--- src/rtl/operand2_stage.sv ---
`default_nettype none
// ============================================================================
// Module      : operand2_stage
// Description : Decodes the operand-2 field into barrel-shifter a/shamt/sh,
//               fetching Rs for register-specified shifts.
// Revision    : 1.0 - initial release
// ============================================================================
module operand2_stage #(
    parameter int RS_ADDR_W = 4
) (
    input  logic                 clk,
    input  logic                 rst_n,
    input  logic                 flush,
    input  logic                 in_valid,
    output logic                 in_ready,
    input  logic                 i_bit,
    input  logic [11:0]          op2,
    input  logic [31:0]          rm_data,
    input  logic                 carry_in,
    output logic                 rs_rd_en,
    output logic [RS_ADDR_W-1:0] rs_addr,
    input  logic [31:0]          rs_data,
    output logic                 out_valid,
    input  logic                 out_ready,
    output logic [31:0]          a,
    output logic [7:0]           shamt,
    output logic [1:0]           sh
);

    typedef enum logic [1:0] {
        IDLE     = 2'd0,
        FETCH_RS = 2'd1,
        FULL     = 2'd2
    } state_t;

    state_t      r_state;
    state_t      w_state_nxt;

    logic        w_accept;
    logic        w_reg_shift;
    logic [4:0]  w_imm5;
    logic [31:0] w_imm_a;
    logic [7:0]  w_imm_shamt;
    logic [1:0]  w_imm_sh;
    logic [7:0]  w_reg_shamt;
    logic [31:0] r_rm;
    logic [1:0]  r_rm_sh;
    logic        w_unused_rs_hi;

    assign in_ready    = !flush && ((r_state == IDLE) || ((r_state == FULL) && out_ready));
    assign w_accept    = in_valid && in_ready;
    assign w_reg_shift = !i_bit && op2[4];
    assign rs_rd_en    = w_accept && w_reg_shift;
    assign rs_addr     = RS_ADDR_W'(op2[11:8]);
    assign out_valid   = (r_state == FULL);
    assign w_imm5      = op2[11:7];

    // Only the low byte of Rs ever reaches the shifter.
    assign w_unused_rs_hi = ^rs_data[31:8];

    always_comb begin
        w_imm_a     = rm_data;
        w_imm_sh    = op2[6:5];
        w_imm_shamt = {3'b0, w_imm5};
        if (i_bit) begin
            w_imm_a     = {24'b0, op2[7:0]};
            w_imm_sh    = 2'b11;
            w_imm_shamt = {3'b0, op2[11:8], 1'b0};
        end else begin
            case (op2[6:5])
                2'b01, 2'b10: begin
                    if (w_imm5 == 5'd0) w_imm_shamt = 8'd32;
                end
                2'b11: begin
                    // ROR #0 encodes RRX: pre-rotate by one through carry.
                    if (w_imm5 == 5'd0) begin
                        w_imm_a     = {carry_in, rm_data[31:1]};
                        w_imm_sh    = 2'b00;
                        w_imm_shamt = 8'd0;
                    end
                end
                default: ;
            endcase
        end
    end

    assign w_reg_shamt = (r_rm_sh == 2'b11) ? {3'b0, rs_data[4:0]} : rs_data[7:0];

    always_ff @(posedge clk) begin
        if (!rst_n) r_state <= IDLE;
        else        r_state <= w_state_nxt;
    end

    always_comb begin
        w_state_nxt = r_state;
        if (flush) begin
            w_state_nxt = IDLE;
        end else begin
            case (r_state)
                IDLE: begin
                    if (w_accept) w_state_nxt = w_reg_shift ? FETCH_RS : FULL;
                end
                FETCH_RS: w_state_nxt = FULL;
                FULL: begin
                    if (w_accept)       w_state_nxt = w_reg_shift ? FETCH_RS : FULL;
                    else if (out_ready) w_state_nxt = IDLE;
                end
                default: w_state_nxt = IDLE;
            endcase
        end
    end

    always_ff @(posedge clk) begin
        if (!rst_n) begin
            a       <= 32'd0;
            shamt   <= 8'd0;
            sh      <= 2'b00;
            r_rm    <= 32'd0;
            r_rm_sh <= 2'b00;
        end else if (!flush) begin
            if (w_accept && !w_reg_shift) begin
                a     <= w_imm_a;
                shamt <= w_imm_shamt;
                sh    <= w_imm_sh;
            end else if (w_accept) begin
                r_rm    <= rm_data;
                r_rm_sh <= op2[6:5];
            end else if (r_state == FETCH_RS) begin
                a     <= r_rm;
                shamt <= w_reg_shamt;
                sh    <= r_rm_sh;
            end
        end
    end

endmodule
`default_nettype wire

--- config.mk ---
export PLATFORM = sky130hd
export DESIGN_NAME = operand2_stage
export DESIGN_NICKNAME = d
export VERILOG_FILES = /design/src/rtl/operand2_stage.sv
export SDC_FILE = /design/constraint.sdc
export NUM_CORES = 1
export LEC_CHECK = 0
export CORE_MARGIN = 4
export CORE_UTILIZATION = 40
export DETAILED_ROUTE_END_ITERATION = 10
export PLACE_DENSITY = 0.84
export SLEW_MARGIN = 20
export SYNTH_ARGS = -nofsm -noshare
export SYNTH_HDL_FRONTEND = slang
export SYNTH_SLANG_ARGS = --single-unit
--- constraint.sdc ---
create_clock -name clk -period 1.8 [get_ports clk]
set_input_delay 0.36 -clock clk [delete_from_list [all_inputs] [get_ports clk]]
set_output_delay 0.36 -clock clk [all_outputs]
set_load 0.01 [all_outputs]
==> results.md, run 1 <==
- GR Overflow Total: 0
- # DRC: 0
- Area leader, netlist: dfxtp_1
- Fin. Hold Viols: 0
- Hold slack: 0.402 ns
- Drt total wl: 12,400 µm
- Drt first pass iters: 7
- Chip width: 103 µm
- Setup Skew: 0.00910 ns
- H-tree Lvls: 3
- CP Launch Point: r_state[0]$_SDFFE_PP0P_
- CP Launch Type: flop
- Die height: 103 µm
- Synth area leaders: dfxtp_1 43%, mux2_2 8.1%, nand2_1 8.0%, a221oi_1 6.6%, a21oi_1 5.6%
- DRT iter0 DRCs: around 330
- RePlAce Congestion: approximately 0.88
- Reg clk slew, reported paths: approximately 0.08 ns
- Die ar.: 10,600 µm²
- Initial Util: 41.2%
- Setup TNS: 0 ns
- Buf/Inv on CP: 2
- Max_slew headroom: between 60% and 70%
- R2r setup slk: 0.08 ns
- Worst-path maximum fanout: 11
- First-pass GRT wire length: a little under 20,000 µm
- Vias per cell: 5.78
- Area Growth Syn to Fin: 53.3%
- Fillers: 668
- Ys flop type: dfxtp_1
- Worst Path Arrival: 1.95 ns
- Final nets: 638
- Number of global-route vias before repair: 3,868
- Max VDD drop: between 0.4 and 0.5 mV
- CP max stage cell: a222oi_1
- Vias after detailed routing: between 3,000 and 4,000
- RSZ-0062 raised after global routing: false
- Worst min-delay path class: input pin to flop
- Worst path top cell family by delay: compound AO/OA/AOI/OAI gates
- Worst-path cell chain: nor2_4 > buf_6 > and2_4 > nand3_1 > buf_4 > a222oi_1 > a21oi_1
- Post-synthesis register bit count: 78
- # clock sinks: 78
- Clk_lat worst skew: 0.35 ns
- Worst hold path stage count: 4
- Max-slew violation count: 0
- I/O pin count: 132
- Warnings from Yosys: 0
- Total Power Consumption: roughly 4.0 mW
- Non-filler cells, final: approximately 670
- Initial antenna violation count: 0
- Post-CTS Hold Buffers: 0
- Layout cell share with drive strength beyond 1: between 20% and 30%
- Final min period: roughly 1.7 ns
- Row cnt: 34
- Crit path capture type: flop
- Reg-to-reg critical path startpoint: r_state[0]$_SDFFE_PP0P_
- Final Core Density: 63.2%
- Mapped Avg Cell Area: 8.62 µm²
- Register area share after synthesis: a little over two fifths
- IO buf count: 107
- CTS Buffer Depth: 2
- Cells after Synth: 417
- Worst Path Class, Setup: flop to flop
- CTS tree: done
- Yosys top cell area share: 43.4%
- Post-synth EDFFs: 0
- Max Fclk: 582 MHz
- HPWL Detailed: 8190 µm
- Largest net degree at the start of global routing: 36
- Synth cell types: between 40 and 50
- Worst-Margin Slew: 0.562 ns
- Async set-reset flop share out of synthesis: 0%
- Dpl cells: 638
- Core area: ~8700 µm²
- Mapped cell area: 3590 µm²
- Final period util: a little over nine tenths
- # setup viols final: 0
- # diodes: 0
- Wire per inst: 18.6 µm
- Worst path required time: 2.03 ns
- Worst hold start: op2[5]
- Power Dens Cells: ~700 nW/µm²
- Syn_nets: 502
- Antenna Nets Post-Route: 0
- Pleak: 2.21 nW
- Hold EP: r_rm_sh[0]$_SDFFE_PN0P_
- Critical Path Max Stage Delay: 0.38 ns
- CTS Buf Count: 9
- Worst Reg-to-Reg Cells: 7
- Global Route Usage Sum: 23.5%
- Max Cap Violations: 0
- Status: completed
- Root buffer cell: clkbuf_8
- R2r endpoint: a[2]$_SDFFE_PN0P_
## placed cells by master (no fill, tap or decap), drive strengths merged, types with 2 or more instances in the layout
cell and instances:
clkdlybuf4s50 92, nand2 79, dfxtp 78, buf 56, a21oi 40, o21ai 36, nor2 32, mux2 31
a221oi 27, clkbuf 14, a21boi 9, a222oi 7, inv 7, dlygate4sd2 5, clkinv 4, nand4 3
dlymetal6s2s 3, nor2b 3, nor3 3, nand2b 2, or2 2, o221ai 2, bufinv 2, nand3 2
ha 2
## routing by layer
metal | global-route usage [%] | vias up | share of wire, %
met1 | 27.7 | 1856 | 40
met3 | 5.89 | 39 | 8.0
met5 | 0 | - | 0
met4 | 10.1 | 0 | 2.7
met2 | 40.5 | 185 | 50
li1 | - | 1769 | -
## stage by stage
step           setup WS (ns)  area, µm²
2_1_floorplan         0.0171       3590
3_3_place_gp          -0.620       5030
3_5_place_dp          -0.693       5030
4_1_cts             0.000114       5460
5_1_grt               0.0257       5510
6_report              0.0805       5510
## sequential cells by signal, summed over array words and instances, names as in the netlist
| register | cells |
|---|---|
| sh | 2 |
| shamt | 8 |
| a | 32 |
| r_state | 2 |
| r_rm_sh | 2 |
| r_rm | 32 |
## Yosys cell counts, types with 2 or more instances
cell type  instances
buf_6              2
nand4_1            3
ha_1               2
nor3_1             3
nor2_1            31
a21oi_1           40
a221oi_1          27
o221ai_1           2
a21boi_0           8
mux2_2            26
nand2b_1           2
or2_2              2
nand2_1           77
a222oi_1           7
clkbuf_1          25
buf_4              6
mux2_4             5
dfxtp_1           78
o21ai_0           36
buf_2              5
nor2b_1            3
inv_1              5
## area by class of cell
cell class                 count  area, µm²  share of cell area [%]
clock inverter                 7       96.3                    1.75
multi-input combinational    296       1980                    35.9
timing repair buffer         162       1590                    28.8
clock buffer                   9        124                    2.25
sequential                    78       1560                    28.4
inverter                       6       25.0                   0.454
tap                          108        135                    2.45
## kinds of logic (layout without fill, tap and decap cells)
kind of cell | after synthesis | count (layout) | share of synthesized area (%)
multiplexers | 32 | 32 | 10.5
buffers and inverters | 44 | 184 | 5.81
AND/OR/NAND/NOR | 132 | 133 | 16.1
flip-flops | 78 | 78 | 43.4
AO/OA/AOI/OAI | 129 | 129 | 23.4
adder cells (fa/ha/maj) | 2 | 2 | 0.696
## what timing repair did
action | in CTS | in global routing
buffers inserted | 8 | 2
gates resized for setup | 43 | 25
pin swaps | 10 | 6
endpoints found under the setup margin | 53 | 45
cloned | 2 | 0
## worst max path at each step
stage                         endpoint  slack (ns)  depth (start not counted)
global route         a[8]$_SDFFE_PN0P_        0.03                          8
detailed placement  a[22]$_SDFFE_PN0P_       -0.69                          8
floorplan            a[2]$_SDFFE_PN0P_        0.02                          7
CTS                 a[15]$_SDFFE_PN0P_      0.0001                          8
finish               a[2]$_SDFFE_PN0P_        0.08                          7
global placement     a[9]$_SDFFE_PN0P_       -0.62                          8
## worst register-to-register path, stage by stage (launching register included)
cell and delay [ns]:
dfxtp_2 0.34, nor2_4 0.11, buf_6 0.13, and2_4 0.17, nand3_1 0.12, buf_4 0.22, a222oi_1 0.38, a21oi_1 0.14
## where the power goes
group	internal, mW	switching [mW]
clock	0.785	0.679
sequential	1.79	0.0347
combinational	0.368	0.316
(Power assumes the default switching activity.)
==> inputs of run 2 (changes only) <==
- CORE_UTILIZATION: 40 -> 41
- PLACE_DENSITY: 0.84 -> 0.83
- clock period: 1.8 -> 2.13 ns (I/O delays scaled with it)
==> run 2 against run 1 <==
Effect of this change: total power down 22%; clock-buffer cell count up 3; design area down 5.6%; hold slack better by 0.057 ns; critical path depth down 1; largest power group unchanged; clock power down 30%; global-route usage down 1.3 points; combinational power down 22%; non-clock buffer count down 15.
==> results.md, run 2 (synthesis results as in run 1) <==
- CTS tree: done
- IO buf count: between 100 and 150
- Power Dens Cells: 594 nW/µm²
- Global Route Usage Sum: ~22%
- Fin. Hold Viols: 0
- CTS Buf Count: 9
- Max Cap Violations: 0
- Worst-Margin Slew: 0.687 ns
- Max_slew headroom: about 54%
- Dpl ws: -0.449 ns
- Pleak: 2.04 nW
- Worst path required time: about 1.7 ns
- DRT iter0 DRCs: 248
- Vias per cell: 5.65
- Antenna Nets Post-Route: 0
- Sw Share: between 20% and 30%
- Multi-input gate area: 1860 µm²
- Status: completed
- Clk_lat worst skew: 0.34 ns
- Setup Skew: 0.0142 ns
- Fillers: between 700 and 800
- Final period util: 96.6%
- # diodes: 0
- Core area: 8380 µm²
- CP Launch Type: input pin
- Post-Layout Inst Area: ~5200 µm²
- Final Core Density: 62.1%
- Biggest regs: a: 32 flops, r_rm: 32 flops, shamt: 8 flops
- Drt first pass iters: 6
- Crit path capture type: output pin
- Reg-to-reg critical path startpoint: r_state[0]$_SDFFE_PP0P_
- RePlAce Congestion: 0.794
- Worst-path maximum fanout: 2
- CP Launch Point: out_ready
- First-pass GRT wire length: 18,100 µm
- CTS Buffer Depth: 2
- Total Power Consumption: 3.09 mW
- R2r setup slk: 0.34 ns
- Max VDD drop: 0.329 mV
- Setup TNS: 0 ns
- Vias after detailed routing: 3,652
- Worst Path Class, Setup: input pin to output pin
- GR Overflow Total: 0
- Wire per inst: between 15 and 20 µm
- Final min period: about 2 ns
- Initial Util: 42.9%
- Reg clk slew, reported paths: 0.09 ns
- Worst hold start: shamt[6]$_SDFFE_PN0P_
- Worst Reg-to-Reg Cells: 7
- Number of global-route vias before repair: 3,708
- Final nets: 622
- H-tree Lvls: 3
- Worst Path Arrival: 1.63 ns
- Initial antenna violation count: 0
- Row cnt: 33
- Root buffer cell: clkbuf_8
- Die ar.: about 10,000 µm²
- HPWL Detailed: a little under 8000 µm
- Layout cell share with drive strength beyond 1: between 10% and 20%
- I/O pin count: 132
- Clock power frac: 33.1%
- Int Power: 2.28 mW
- Largest net degree at the start of global routing: 48
- Area Growth Syn to Fin: 44.8%
- Die height: 102 µm
- CP endpoint: rs_rd_en
- Max-slew violation count: 0
- Placed cell area: 4960 µm²
- Reg area: about 1600 µm²
- Final worst slack: slightly above 0.07 ns
- # clock sinks: 78
- Most common cell after layout, fill and taps aside: clkdlybuf4s50_1
- # setup viols final: 0
- Worst min-delay path class: flop to flop
- Drt total wl: 11,300 µm
- Switching pwr: a little over 800 µW
- Most frequent cells in the layout: 101 x clkdlybuf4s50_1, 78 x dfxtp_1, 77 x nand2_1, 40 x a21oi_1, 36 x o21ai_0
- Comb pwr share: 17.3%
- R2r endpoint: a[10]$_SDFFE_PN0P_
- # DRC: 0
- Chip width: ~100 µm
- Seq pwr share: approximately half
- Max Fclk: 486 MHz
run 2: worst min path at each step:
| stage | cells past startpoint | to | slack [ns] |
|---|---|---|---|
| finish | 2 | shamt[6]$_SDFFE_PN0P_ | 0.46 |
| global placement | 2 | r_rm[22]$_SDFFE_PN0P_ | 0.44 |
| CTS | 2 | r_rm[7]$_SDFFE_PN0P_ | 0.46 |
| global route | 2 | r_rm[7]$_SDFFE_PN0P_ | 0.48 |
| floorplan | 2 | r_rm[4]$_SDFFE_PN0P_ | 0.43 |
| detailed placement | 2 | r_rm[7]$_SDFFE_PN0P_ | 0.45 |
run 2: repair_timing:
item	4_1_cts	5_1_grt
gates resized for setup	7	8
pin swaps	0	9
endpoints found under the setup margin	25	29
buffers inserted	1	2
hold buffers	0	0
hold endpoints to repair	0	0
run 2: critical path, stage by stage:
cell             delay (ns)
clkdlybuf4s50_1        0.45
nand2b_1               0.14
nand3_2                0.10
or2_2                  0.33
inv_2                  0.06
buf_2                  0.14
run 2: metal layers:
layer,part of all wire (%),GRT usage (%),wire [µm]
met2,48,36.9,5450
met5,0,0,0
met3,7.2,4.96,822
met4,2.5,8.90,283
met1,42,27.9,4790
run 2: cell type report:
cell class / instances / area share [%]
clock buffer: 12 / 2.98
clock inverter: 3 / 0.361
inverter: 6 / 0.433
multi-input combinational: 295 / 35.8
sequential: 78 / 30.0
tap: 105 / 2.52
timing repair buffer: 147 / 27.9
run 2: power groups by stage:
| stage | clock network (mW) | registers [mW] | logic (mW) |
|---|---|---|---|
| 2_1_floorplan | 0 | 1.58 | 0.192 |
| 3_3_place_gp | 0 | 1.57 | 0.513 |
| 3_5_place_dp | 0 | 1.57 | 0.524 |
| 4_1_cts | 1.04 | 1.53 | 0.530 |
| 5_1_grt | 1.12 | 1.54 | 0.573 |
| 6_report | 1.02 | 1.53 | 0.534 |
run 2: stage by stage:
stage                     instances  hold slack [ns]
after floorplan                 417            0.432
after global placement          628            0.442
after detailed placement        628            0.446
after CTS                       644            0.458
after global routing            646            0.478
final                           646            0.459
